**src/rtl/qround.sv**
```systemverilog
// qround: drops NBITS LSBs with truncate / half-up / half-even rounding, saturating or
// wrapping on overflow, behind a registered valid/ready stage. Define QROUND_SKID_EN for a skid entry.
module qround #(
   parameter int DIN    = 16,
   parameter int NBITS  = 4,
   parameter int MODE   = 0,
   parameter int SIGNED = 0,
   parameter int SAT    = 1
) (
   input  logic                  clk,
   input  logic                  rst,
   input  logic                  i_din_valid,
   output logic                  o_din_ready,
   input  logic [DIN-1:0]        i_din_data,
   output logic                  o_dout_valid,
   input  logic                  i_dout_ready,
   output logic [DIN-NBITS-1:0]  o_dout_data,
   output logic                  o_ovf
);

   localparam int DOUT = DIN - NBITS;
   localparam logic [DOUT-1:0] HI_ONES = '1;
   localparam logic [DOUT-1:0] HI_MAX  = (SIGNED != 0) ? (HI_ONES >> 1) : HI_ONES;
   localparam logic [DIN:0]    ONE_X   = (DIN+1)'(1);
   // Input is shifted up by one so the guard bit and sticky mask stay in range for NBITS of 0 or 1.
   localparam logic [DIN:0]    SMASK   = ((ONE_X << NBITS) - ONE_X) & ~ONE_X;

   function automatic logic [DOUT:0] quantise(input logic [DIN-1:0] d);
      logic [DIN:0]    ext;
      logic [DOUT-1:0] hi;
      logic            g;
      logic            s;
      logic            inc;
      logic            o;
      logic [DOUT:0]   sum;
      logic [DOUT-1:0] res;
      ext = {d, 1'b0};
      hi  = DOUT'(d >> NBITS);
      g   = ext[NBITS];
      s   = |(ext & SMASK);
      case (MODE)
         1:       inc = g;
         2:       inc = g & (s | hi[0]);
         default: inc = 1'b0;
      endcase
      sum = {1'b0, hi} + {{DOUT{1'b0}}, inc};
      o   = inc & (hi == HI_MAX);
      res = (o && (SAT != 0)) ? hi : sum[DOUT-1:0];
      return {o, res};
   endfunction

   logic [DOUT:0]   w_q_p0;
   logic [DOUT-1:0] w_data_p0;
   logic            w_ovf_p0;
   logic            w_acc;
   logic            r_vld_p1;
   logic [DOUT-1:0] r_data_p1;
   logic            r_ovf;

   assign w_q_p0    = quantise(i_din_data);
   assign w_data_p0 = w_q_p0[DOUT-1:0];
   assign w_ovf_p0  = w_q_p0[DOUT];

   // ---- p0 -> p1 : output register stage ----
`ifdef QROUND_SKID_EN
   logic            r_rdy;
   logic            r_skid_vld_p1;
   logic [DOUT-1:0] r_skid_data_p1;
   logic            w_load;
   logic            w_skid_nxt;

   assign o_din_ready = r_rdy;
   assign w_acc       = i_din_valid & r_rdy;
   assign w_load      = ~r_vld_p1 | i_dout_ready;
   assign w_skid_nxt  = ~w_load & (r_skid_vld_p1 | w_acc);

   always_ff @(posedge clk or posedge rst) begin
      if (rst) begin
         r_rdy          <= 1'b0;
         r_vld_p1       <= 1'b0;
         r_data_p1      <= '0;
         r_skid_vld_p1  <= 1'b0;
         r_skid_data_p1 <= '0;
      end else begin
         r_rdy         <= ~w_skid_nxt;
         r_skid_vld_p1 <= w_skid_nxt;
         if (w_load) begin
            if (r_skid_vld_p1) begin
               r_vld_p1  <= 1'b1;
               r_data_p1 <= r_skid_data_p1;
            end else if (w_acc) begin
               r_vld_p1  <= 1'b1;
               r_data_p1 <= w_data_p0;
            end else begin
               r_vld_p1  <= 1'b0;
            end
         end else if (w_acc) begin
            r_skid_data_p1 <= w_data_p0;
         end
      end
   end
`else
   logic r_init;

   assign o_din_ready = r_init & (i_dout_ready | ~r_vld_p1);
   assign w_acc       = i_din_valid & o_din_ready;

   always_ff @(posedge clk or posedge rst) begin
      if (rst) begin
         r_init    <= 1'b0;
         r_vld_p1  <= 1'b0;
         r_data_p1 <= '0;
      end else begin
         r_init <= 1'b1;
         if (w_acc) begin
            r_vld_p1  <= 1'b1;
            r_data_p1 <= w_data_p0;
         end else if (i_dout_ready) begin
            r_vld_p1  <= 1'b0;
         end
      end
   end
`endif

   always_ff @(posedge clk or posedge rst) begin
      if (rst) begin
         r_ovf <= 1'b0;
      end else if (w_acc & w_ovf_p0) begin
         r_ovf <= 1'b1;
      end
   end

   assign o_dout_valid = r_vld_p1;
   assign o_dout_data  = r_data_p1;
   assign o_ovf        = r_ovf;

endmodule

```
**config.mk**
```make
export PLATFORM = sky130hd
export DESIGN_NAME = qround
export DESIGN_NICKNAME = d
export VERILOG_FILES = /design/src/rtl/qround.sv
export SDC_FILE = /design/constraint.sdc
export NUM_CORES = 1
export LEC_CHECK = 0
export ABC_AREA = 0
export ABC_CLOCK_PERIOD_IN_PS = 1400
export CAP_MARGIN = 0
export CORE_UTILIZATION = 36
export CTS_CLUSTER_SIZE = 40
export DETAILED_ROUTE_END_ITERATION = 7
export PLACE_DENSITY = 0.79
export SYNTH_ARGS = -nofsm -noshare
export SYNTH_HDL_FRONTEND = slang
export SYNTH_SLANG_ARGS = --single-unit
```
**constraint.sdc**
```tcl
create_clock -name clk -period 1.4 [get_ports clk]
set_input_delay 0.35 -clock clk [delete_from_list [all_inputs] [get_ports clk]]
set_output_delay 0.35 -clock clk [all_outputs]
set_load 0.01 [all_outputs]
```
==> qor.log <==
INFO  run_status     status=finished clean
INFO  logic_synthesis postSynthCellCount=36
INFO  pwr            worst_ir_drop_vdd=0.755mV
INFO  worst_setup_path timing.critical_path.to_type=primary output
INFO  timing         slew-limit-headroom=65.5%
INFO  clocking       worstSkewPairLatency=0.26ns
INFO  worst_setup_path crit_path_max_fanout=2
INFO  grt            globalRouteOverflowTotal=0
INFO  timing         setup_slack=0.0329ns
INFO  logic_synthesis synth.cells.most_frequent=dfrtp_1, mux2_4, conb_1, mux2_2, nand2_1
INFO  flow_run       drv.max_cap_violation_count=0
INFO  worst_setup_path criticalPathCategory=in -> out
INFO  timing         finalMaxSlewViolations=0
INFO  clocking       cts.sinks=14
INFO  logic_synthesis synth.yosys.warnings=0
INFO  timing         period_minus_slack=1.37ns
INFO  grt            grt_pass1_vias=412
INFO  logic_synthesis synth_area=604µm²
INFO  cells_and_area post_layout_nonfiller_instances=85
INFO  placed_design  place.detailed.hpwl=834µm
INFO  worst_setup_path cp_data_required_time=1.05ns
INFO  timing         period_share=97.7%
INFO  logic_synthesis post_synth.cell_area_avg=16.8µm²
INFO  logic_synthesis sequential_cell_area_fraction_in_the_yosys_report=58.0%
INFO  clocking       tritoncts_clock_tree=built
INFO  logic_synthesis synth.net_count=56
INFO  cells_and_area layout.filler_cells=144
INFO  floorplan      rows=14
INFO  grt            grt_first_pass_wirelength=1770µm
INFO  logic_synthesis ys_async_sr_fraction=100%
INFO  timing         tightest_slew=0.517ns
INFO  placed_design  placed_cell_area=915µm²
INFO  pwr            reported_leakage_power=0.454nW
INFO  clocking       cts-buffers-inserted=3
INFO  timing         setup_repair_after_global_routing_missed_its_margin=no
INFO  worst_setup_path worstRegToRegCells=5
INFO  logic_synthesis synth_edf_count=0
INFO  timing         skew=0.00111ns
INFO  floorplan      die_y_extent=43.0µm
INFO  worst_setup_path rrSetupSlack=0.08ns
INFO  detailed_routing vias_per_cell=4.51
INFO  timing         finalSetupViolCount=0
INFO  timing         fin_setup_tns=0ns
INFO  floorplan      ios=35
INFO  logic_synthesis yosys.cell_count.top_type=dfrtp_1
INFO  clocking       cts.htree.levels=1
INFO  placed_design  place.detailed.instances=81
INFO  grt            grt_start_max_net_pins=15
INFO  clocking       postCtsHoldBufs=0
INFO  cells_and_area diode_insertion_count_for_antenna_repair=0
INFO  detailed_routing finalWirelength=1060µm
INFO  logic_synthesis synthFlopType=dfrtp_1
INFO  cells_and_area post_route_cells_drive_above_1_share=31.9%
INFO  timing         clock.fmax=731MHz
INFO  pwr            power_density=1100nW/µm²
INFO  clocking       clockBufferDepth=2
INFO  detailed_routing routedWlPerCell=12.4µm
INFO  logic_synthesis synth.top_cell.area_share=58.0%
INFO  clocking       clk_pin_slew_worst_paths=0.08ns
INFO  floorplan      floorplan.initialDensity=39.2%
INFO  worst_hold_path worstHoldPathType=in -> async
INFO  cells_and_area stdcell_area=928µm²
INFO  logic_synthesis synth_cell_types=11
INFO  placed_design  worst_slack_at_placement=-0.537ns
INFO  detailed_routing drtAntennaViolNets=0
INFO  worst_setup_path start_kind=primary input
INFO  cells_and_area layout.nets=91
INFO  floorplan      design.core.area=1540µm²
INFO  clocking       cts-root-buf=clkbuf_4
INFO  cells_and_area area.growth.synth_to_final=53.6%
INFO  timing         finalHoldViolations=0
INFO  placed_design  port_buffers=29
INFO  floorplan      floorplan.die_area=1850µm²
INFO  worst_setup_path worst-endpoint-arrival=1.02ns
INFO  grt            track_usage=12.9%
INFO  logic_synthesis synth_area_leaders=dfrtp_1, mux2_4, mux2_2, buf_12, nand2b_4
INFO  logic_synthesis synth-seq-cells=14
INFO  detailed_routing first_iter_violations=2
INFO  floorplan      chipWidth=43.0µm
INFO  detailed_routing drt_first_pass_iters=4
INFO  grt            antenna_found_initial=0
INFO  placed_design  gp_routability_congestion=0.587
INFO  detailed_routing num_vias=383
INFO  detailed_routing drt_drc_violations_left=0
INFO  logic_synthesis synth_largest_area_cell=dfrtp_1
INFO  worst_setup_path timing.rr.start=o_dout_valid$_DFFE_PP0P_
INFO  worst_setup_path critical_path.reg2reg.endpoint=o_dout_data[8]$_DFFE_PP0P_
layout make-up:
class	instances	area, µm²	area share [%]
repair buffers	32	309	33.3
multi-input cells	19	223	24.0
flip-flops and latches	14	350	37.7
inverters	1	3.75	0.404
well taps	16	20.0	2.16
clock buffers	3	22.5	2.43
power breakdown:
group	total (mW)	internal, mW	leakage (nW)	switching [mW]
Sequential	0.503	0.471	0.165	0.0321
Clock	0.211	0.0991	0.0138	0.112
Combinational	0.308	0.200	0.275	0.108
Total	1.02	0.770	0.454	0.252
state kept, by name (all words and copies together), names as in the netlist:
register and count:
r_init 1, o_dout_data 12, o_dout_valid 1
metrics by stage:
| step | hold WS, ns | util, % | total power [mW] |
|---|---|---|---|
| finish | 0.432 | 60.2 | 1.02 |
| CTS | 0.456 | 59.7 | 1.03 |
| floorplan | 0.239 | - | 0.673 |
| global route | 0.486 | 60.2 | 1.08 |
| global placement | 0.490 | 59.3 | 0.862 |
| detailed placement | 0.495 | 59.3 | 0.870 |
cells in the final DEF, fill, tap and decap left out, drive strengths merged:
master	count
and2	1
buf	4
clkbuf	3
clkdlybuf4s50	14
conb	2
dfrtp	14
dlygate4sd2	14
inv	1
mux2	12
nand2	2
nand2b	1
nor2b	1
per-layer routing:
layer	vias to the layer above	global-route usage, %	routed length, µm
met4	0	5.45	0
met1	189	15.6	422
li1	180	-	-
met3	0	1.70	56
met2	14	23.0	575
met5	-	0	0
worst max-delay path, cell delays in order:
cell           delay [ns]
dlygate4sd2_1        0.23
nand2b_4             0.13
and2_2               0.19
buf_6                0.11
worst max path at each step:
stage                                         from                    endpoint  slack [ns]  cells past startpoint
final                                 i_dout_ready                 o_din_ready        0.03                      4
after global routing      o_dout_valid$_DFFE_PP0P_                 o_din_ready       0.004                      3
after CTS                             i_dout_ready                 o_din_ready        0.02                      4
after detailed placement              i_dout_ready                 o_din_ready       -0.54                      4
after global placement                i_dout_ready                 o_din_ready       -0.52                      4
after floorplan           o_dout_valid$_DFFE_PP0P_  o_dout_data[0]$_DFFE_PP0P_        0.15                      4
what timing repair did:
| action | 4_1_cts | 5_1_grt |
|---|---|---|
| endpoints found under the setup margin | 26 | 1 |
| pin swaps | 0 | 0 |
| buffers inserted | 0 | 1 |
| resized for setup | 19 | 0 |
| gates cloned | 0 | 0 |
cell families after synthesis:
kind of cell | count (synthesis) | synth area share (%)
flip-flops | 14 | 58.0
multiplexers | 12 | 28.6
AND/OR/NAND/NOR | 5 | 7.04
buffers and inverters | 3 | 5.18
other | 2 | 1.24
(Power assumes the default switching activity.)
